<file path="src/rtl/gol_pkg.sv">
// gol_pkg: shared grid geometry, fetch FSM encoding and species palette
// Contents: GRID_W/CELL_W geometry, fetch_state_t FSM states, PALETTE species->rgb table
package gol_pkg;
  localparam int GRID_W = 256;
  localparam int CELL_W = 4;
  typedef enum logic [1:0] {F_IDLE, F_FETCH, F_DRAIN} fetch_state_t;
  // index = species code; 8..15 flag illegal codes in grey
  localparam logic [15:0][11:0] PALETTE = {{8{12'h888}}, 12'hFFF, 12'hF0F, 12'h0FF,
                                           12'hFF0, 12'h00F, 12'h0F0, 12'hF00, 12'h000};
endpackage

</file>
<file path="src/rtl/gol_palette.sv">
// gol_palette: registered species-to-rgb lookup, second stage of the pixel pipeline
// Ports: clk, rst_n (sync active-low), i_vis (pixel visible), i_cell (species), o_rgb (4:4:4 colour)
module gol_palette
  import gol_pkg::*;
(
  input  logic              clk,
  input  logic              rst_n,
  input  logic              i_vis,
  input  logic [CELL_W-1:0] i_cell,
  output logic [11:0]       o_rgb
);
  logic [11:0] r_rgb;
  always_ff @(posedge clk)
    r_rgb <= (!rst_n || !i_vis) ? 12'h000 : PALETTE[i_cell];
  assign o_rgb = r_rgb;
endmodule

</file>
<file path="src/rtl/gol_scanline_fetch.sv">
// gol_scanline_fetch: prefetches one grid row per line into a ping-pong buffer and paints it
// Ports: clk, rst_n (sync active-low); video timing video_sof/line_start/vpos/hpos/de;
//        ram_select/init_done from the update engine; dout_bank0/1 read data (1-cycle latency);
//        rd_addr {row,col} read address; rgb/de_out pixel out (2-cycle lag); fetch_overrun sticky error
module gol_scanline_fetch
  import gol_pkg::*;
#(
  parameter int H_OFFSET   = 128,
  parameter int V_OFFSET   = 104,
  parameter int SCALE_LOG2 = 1
) (
  input  logic              clk,
  input  logic              rst_n,
  input  logic              video_sof,
  input  logic              line_start,
  input  logic [11:0]       vpos,
  input  logic [11:0]       hpos,
  input  logic              de,
  input  logic              ram_select,
  input  logic              init_done,
  input  logic [CELL_W-1:0] dout_bank0,
  input  logic [CELL_W-1:0] dout_bank1,
  output logic [15:0]       rd_addr,
  output logic [11:0]       rgb,
  output logic              de_out,
  output logic              fetch_overrun
);
  localparam int SPAN = GRID_W << SCALE_LOG2;
  logic [CELL_W-1:0] r_buf [0:2*GRID_W-1];
  fetch_state_t r_state, w_state_n;
  logic [15:0] r_rd_addr;
  logic        r_bank, r_wr_en, r_front, r_front_valid, r_back_done, r_overrun, r_line_in_win;
  logic [7:0]  r_wr_col, r_front_row, r_back_row;
  logic        r_s1_vis, r_s1_de, r_de_out;
  logic [CELL_W-1:0] r_s1_cell;
  logic [12:0] w_v, w_t, w_h, w_trel;
  logic [11:0] w_hrel;
  logic [7:0]  w_row, w_col, w_front_row_n;
  logic        w_v_in, w_t_in, w_h_in, w_swap, w_front_valid_n, w_start, w_last;
  logic [CELL_W-1:0] w_dout;
  logic        w_unused;
  assign w_unused = video_sof;
  assign w_v    = {1'b0, vpos};
  assign w_t    = w_v + 13'd1;
  assign w_h    = {1'b0, hpos};
  assign w_v_in = (w_v >= 13'(V_OFFSET)) && (w_v < 13'(V_OFFSET + SPAN));
  assign w_t_in = (w_t >= 13'(V_OFFSET)) && (w_t < 13'(V_OFFSET + SPAN));
  assign w_h_in = (w_h >= 13'(H_OFFSET)) && (w_h < 13'(H_OFFSET + SPAN));
  assign w_trel = w_t - 13'(V_OFFSET);
  assign w_row  = 8'(w_trel >> SCALE_LOG2);
  assign w_hrel = hpos - 12'(H_OFFSET);
  assign w_col  = 8'(w_hrel >> SCALE_LOG2);
  assign w_last = r_rd_addr[7:0] == 8'hFF;
  assign w_dout = r_bank ? dout_bank1 : dout_bank0;
  // the skip test must see the front tag as it will be after this line's swap
  assign w_swap          = line_start && r_back_done;
  assign w_front_valid_n = w_swap || r_front_valid;
  assign w_front_row_n   = w_swap ? r_back_row : r_front_row;
  assign w_start = line_start && w_t_in && !(w_front_valid_n && w_row == w_front_row_n);
  always_ff @(posedge clk)
    r_state <= !rst_n ? F_IDLE : w_state_n;
  // any line_start overrides the current state: abort if busy, then re-evaluate
  always_comb begin
    w_state_n = r_state;
    if (line_start)
      w_state_n = w_start ? F_FETCH : F_IDLE;
    else if (r_state == F_FETCH && w_last)
      w_state_n = F_DRAIN;
    else if (r_state == F_DRAIN)
      w_state_n = F_IDLE;
  end
  always_ff @(posedge clk) begin
    if (!rst_n) begin
      r_rd_addr     <= '0;
      r_bank        <= 1'b0;
      r_wr_en       <= 1'b0;
      r_wr_col      <= '0;
      r_front       <= 1'b0;
      r_front_valid <= 1'b0;
      r_front_row   <= '0;
      r_back_row    <= '0;
      r_back_done   <= 1'b0;
      r_overrun     <= 1'b0;
      r_line_in_win <= 1'b0;
    end else begin
      // data for the address issued this cycle returns next cycle
      r_wr_en  <= r_state == F_FETCH && !line_start;
      r_wr_col <= r_rd_addr[7:0];
      if (r_state == F_FETCH && !line_start && !w_last)
        r_rd_addr <= r_rd_addr + 16'd1;
      if (r_state == F_DRAIN && !line_start)
        r_back_done <= 1'b1;
      if (line_start) begin
        r_line_in_win <= w_v_in;
        r_back_done   <= 1'b0;
        if (r_state != F_IDLE)
          r_overrun <= 1'b1;
        if (r_back_done) begin
          r_front       <= ~r_front;
          r_front_row   <= r_back_row;
          r_front_valid <= 1'b1;
        end
        if (w_start) begin
          r_rd_addr  <= {w_row, 8'd0};
          r_bank     <= ram_select;
          r_back_row <= w_row;
        end
      end
    end
  end
  // buffer contents survive reset; the front tag alone decides visibility
  always_ff @(posedge clk)
    if (r_wr_en)
      r_buf[{~r_front, r_wr_col}] <= w_dout;
  always_ff @(posedge clk) begin
    if (!rst_n) begin
      r_s1_vis  <= 1'b0;
      r_s1_de   <= 1'b0;
      r_s1_cell <= '0;
      r_de_out  <= 1'b0;
    end else begin
      r_s1_vis  <= de && w_h_in && r_line_in_win && init_done && r_front_valid;
      r_s1_de   <= de;
      r_s1_cell <= r_buf[{r_front, w_col}];
      r_de_out  <= r_s1_de;
    end
  end
  gol_palette u_palette (
    .clk    (clk),
    .rst_n  (rst_n),
    .i_vis  (r_s1_vis),
    .i_cell (r_s1_cell),
    .o_rgb  (rgb)
  );
  assign rd_addr       = r_rd_addr;
  assign de_out        = r_de_out;
  assign fetch_overrun = r_overrun;
endmodule

</file>
<file path="config.mk">
export PLATFORM = sky130hd
export DESIGN_NAME = gol_scanline_fetch
export DESIGN_NICKNAME = d
export VERILOG_FILES = /design/src/rtl/gol_pkg.sv /design/src/rtl/gol_palette.sv /design/src/rtl/gol_scanline_fetch.sv
export SDC_FILE = /design/constraint.sdc
export NUM_CORES = 2
export LEC_CHECK = 0
export ABC_AREA = 1
export CORE_MARGIN = 2
export CORE_UTILIZATION = 60
export DETAILED_ROUTE_END_ITERATION = 6
export PLACE_DENSITY = 0.78
export SYNTH_ARGS = -nofsm -noshare
export SYNTH_HDL_FRONTEND = slang
export SYNTH_SLANG_ARGS = --single-unit
export TNS_END_PERCENT = 100
</file>
<file path="constraint.sdc">
create_clock -name clk -period 11.29 [get_ports clk]
set_input_delay 2.8225 -clock clk [delete_from_list [all_inputs] [get_ports clk]]
set_output_delay 2.8225 -clock clk [all_outputs]
set_load 0.03 [all_outputs]
</file>
==> flow_results.org <==
** Outcome
- The run finished, with violations left.
- The final reports fail on design-rule violations.

** Layout
- Share of layout cells above drive strength 1 :: 4.97%
- Net count of the finished layout :: 7635
- The finished cells cover 0.0951 mm2.
- Filler instances :: 10.1k
- Area delta synth->final :: 9.00%

** Synthesis
- Summed over all instances, the cell type with the most area after synthesis is sky130_fd_sc_hd__edfxtp_1.
- Ranking of synthesized cells by area :: sky130_fd_sc_hd__edfxtp_1 71%, sky130_fd_sc_hd__nand2_1 10%, sky130_fd_sc_hd__nand3_1 10%
- Counting distinct cell types in the post-synthesis netlist gives 39.
- Most used standard cell by instance count after synthesis :: sky130_fd_sc_hd__nand2_1
- The mapped netlist covers 0.0872 mm2.
- Yosys mapped a number of flops with a built-in enable equal to 2048.
- Net Count, Synth :: 7848
- The synthesized design contains 2110 register bits.
- Of the post-synthesis cell area, the dominant cell type holds 70.5%.
- Number of standard cells after synthesis :: 7804
- Sequential cells were found to cover 71.9% of the synthesized design area.
- Ys flop type :: sky130_fd_sc_hd__edfxtp_1
- Average instance area after synthesis :: 11.2 um2
- Leading post-synthesis cells by instance count :: 2332 x sky130_fd_sc_hd__nand2_1, 2048 x sky130_fd_sc_hd__edfxtp_1, 1744 x sky130_fd_sc_hd__nand3_1, 678 x sky130_fd_sc_hd__nor2_1, 247 x sky130_fd_sc_hd__clkbuf_1
- Synth Warn # :: 0
- In the synthesized netlist the async set-or-reset flop fraction comes to 0%.

** STA
- RSZ-0062 raised after global routing :: no
- Hold violation count in the final report :: 0
- Crit path time final :: 6500 ps
- Actual slew at the worst max-slew pin :: 1250 ps
- Max Clock Freq :: 154 MHz
- Slew Viols, Final :: 0
- After layout, the worst path uses 57.5% of the clock period.
- Worst relative slew slack :: 16.3%
- On the final layout, the worst clock skew is 36.8 ps.
- Setup violations remaining at the end of the flow were counted as 0.
- Total Neg Setup Slack :: 0 ps

** GRT
- For this run, the total global-route usage over all layers was measured as 29.5%.
- Vias in the first global route :: 58.3k
- Entering global routing, the biggest net connects 241 pins.
- The number of antenna violations at the first check in global routing was 3.
- Global-route wire length before repair :: 331 mm
- Summed over all layers, the global routing overflow is 0.

** Clock tree
- The number of hold buffers added after CTS was 0.
- Deepest clock path buffer count :: 3
- CTS saw 2110 sinks.
- CTS placed an instance of sky130_fd_sc_hd__clkbuf_16 at the clock tree root.
- TritonCTS built the clock tree.
- Post-CTS Repair Setup Buffers :: 0
- Depth of the CTS H-tree :: 4
- Later-pin clock latency in the skew report :: 840 ps
- Gates resized during post-CTS repair numbered 0.
- CTS clk-pin slew, worst paths :: 60 ps
- Clock tree synthesis inserted a total of 196 buffers.

** Worst setup path
- Worst setup SP type :: input pin
- For the worst setup path, the data arrival time is 7280 ps.
- STA puts the critical path data required time at 12070 ps.
- In this run the critical register-to-register path is launched from r_front$_SDFFE_PN0P_.
- Termination of the worst setup path :: r_s1_cell[3]$_SDFF_PN0_
- The most critical setup path has its startpoint at hpos[1].
- Number of cell instances on the worst register-to-register path :: 6
- Setup slack, reg-to-reg :: 7610 ps
- Capturing element type of the critical path :: register
- Peak fanout along the critical path :: 81
- Terminus of the critical flop-to-flop path :: r_buf[100][0]$_DFFE_PP_
- Type of the setup path with the least slack :: input pin to register

** Placed design
- Count of buffers from port buffering :: 66
- After legalization and detailed placement, the total HPWL measured 113 mm.
- In this run the cell area measured after placement is 0.0888 mm2.
- Routability Congestion :: 0.854

** Die
- The floorplan has 139 rows.
- From bottom edge to top edge, the die measures 385 um.
- Once the floorplan was initialized, standard cells occupied 60.6% of the core.
- I/O pin cnt :: 69
- Die Footprint :: 0.148 mm2
- After floorplanning, the core was sized to cover 0.144 mm2.
- Die width :: 385 um

** Power and ir drop
- Design Power :: 16.0 mW
- For this design the static power due to leakage is 33.2 nW.
- Cell area power density :: 169 mW/mm2
- Worst supply voltage drop on vdd :: 189 uV

** Route
- Violation count after the first detailed-routing iteration :: 8054
- Total length of routed wires :: 219 mm
- Average vias per placed instance :: 6.20
- For this block, the via count after detailed routing is 59.8k.
- After detailed routing, the number of remaining DRC violations is 1.
- The first TritonRoute pass finished after 7 iterations.
- In the final routed layout, each cell accounts on average for 22.7 um.
- Antenna Nets Post-Route :: 0

** Flow run
- Max-cap violations in this run came to 0.

** Worst hold path
- Min-Delay Path Class :: register to register
-- critical path, stage by stage --
cell and delay, ps:
sky130_fd_sc_hd__buf_8 360, sky130_fd_sc_hd__buf_4 710, sky130_fd_sc_hd__buf_4 790, sky130_fd_sc_hd__buf_4 780, sky130_fd_sc_hd__nand2_1 130, sky130_fd_sc_hd__nand3_1 140, sky130_fd_sc_hd__nand3_1 90, sky130_fd_sc_hd__nand3_1 150
sky130_fd_sc_hd__nand2_1 80, sky130_fd_sc_hd__nand2_1 70, sky130_fd_sc_hd__nand3_1 160, sky130_fd_sc_hd__a21oi_1 410, sky130_fd_sc_hd__nor2_1 130, sky130_fd_sc_hd__nand2_1 120, sky130_fd_sc_hd__nand2_1 60, sky130_fd_sc_hd__nor2_1 100
-- cell type report --
| class | instances | area (um2) | area share [%] |
|---|---|---|---|
| diodes | 2 | 5.00 | 0.00526 |
| clock buffers | 237 | 5190 | 5.45 |
| clock inverters | 123 | 1050 | 1.10 |
| inverters | 109 | 438 | 0.461 |
| multi-input cells | 5049 | 22000 | 23.1 |
| flip-flops and latches | 2110 | 62700 | 66.0 |
| well taps | 1903 | 2380 | 2.50 |
| repair buffers | 125 | 1290 | 1.35 |
-- through the flow --
step / hold WS (ps) / utilization (%) / instances / worst slack (ps)
after CTS: 436 / 66.0 / 9656 / 4950
final: 435 / 66.0 / 9658 / 4790
after floorplan: 390 / - / 7804 / 4010
after global placement: 410 / 61.7 / 9296 / 4180
after global routing: 448 / 66.0 / 9656 / 4550
after detailed placement: 426 / 61.7 / 9296 / 4100
-- report_power, final --
group | internal (mW) | switching [mW]
Sequential | 8.64 | 0.00764
Combinational | 0.222 | 0.713
Clock | 3.63 | 2.83
-- state kept, by name (all words and copies together) (netlist names) --
name             count
r_bank               1
r_wr_col             8
de_out               1
r_front_row          8
r_buf             2048
r_wr_en              1
r_front_valid        1
r_s1_vis             1
rd_addr             16
u_palette.o_rgb      6
r_s1_de              1
r_s1_cell            4
r_line_in_win        1
r_back_done          1
r_front              1
r_back_row           8
fetch_overrun        1
r_state              2
-- logic make-up after synthesis --
| kind of cell | after synthesis | synth area share [%] |
|---|---|---|
| simple gates | 4801 | 23.3 |
| flops | 2110 | 71.9 |
| buf+inv | 645 | 3.05 |
| compound gates | 212 | 1.31 |
| xor+xnor | 24 | 0.250 |
| mux | 7 | 0.0861 |
| fa+ha+maj | 5 | 0.0717 |
-- placed cells by master, fill, tap and decap left out, types with 42 or more instances in the layout --
master | netlist | final
sky130_fd_sc_hd__clkinv_2 | 0 | 42
sky130_fd_sc_hd__o21ai_0 | 118 | 118
sky130_fd_sc_hd__nor2_1 | 678 | 677
sky130_fd_sc_hd__clkinv_1 | 3 | 51
sky130_fd_sc_hd__edfxtp_1 | 2048 | 2048
sky130_fd_sc_hd__nand2_1 | 2332 | 2317
sky130_fd_sc_hd__inv_1 | 100 | 100
sky130_fd_sc_hd__buf_4 | 6 | 46
sky130_fd_sc_hd__dfxtp_1 | 62 | 62
sky130_fd_sc_hd__clkbuf_16 | 0 | 202
sky130_fd_sc_hd__clkdlybuf4s50_1 | 0 | 60
sky130_fd_sc_hd__nand3_1 | 1744 | 1744
sky130_fd_sc_hd__o22ai_1 | 43 | 43
-- per-layer routing --
metal / up-vias / part of all wire (%) / global-route usage, %
li1: 26791 / - / -
met1: 28567 / 38 / 39.0
met2: 3909 / 47 / 47.8
met3: 571 / 11 / 5.75
met4: 2 / 4.2 / 13.2
met5: - / 0.0041 / 0
-- how the worst min path moves through the flow --
stage | startpoint | endpoint | slack [ps] | cells after the start
4_1_cts | r_s1_de$_SDFF_PN0_ | de_out$_SDFF_PN0_ | 440 | 2
6_report | r_s1_de$_SDFF_PN0_ | de_out$_SDFF_PN0_ | 440 | 2
2_1_floorplan | r_s1_de$_SDFF_PN0_ | de_out$_SDFF_PN0_ | 390 | 2
3_5_place_dp | r_s1_de$_SDFF_PN0_ | de_out$_SDFF_PN0_ | 430 | 2
5_1_grt | r_s1_de$_SDFF_PN0_ | de_out$_SDFF_PN0_ | 450 | 2
3_3_place_gp | r_s1_de$_SDFF_PN0_ | de_out$_SDFF_PN0_ | 410 | 2
Power figures use the tool's default switching activity.
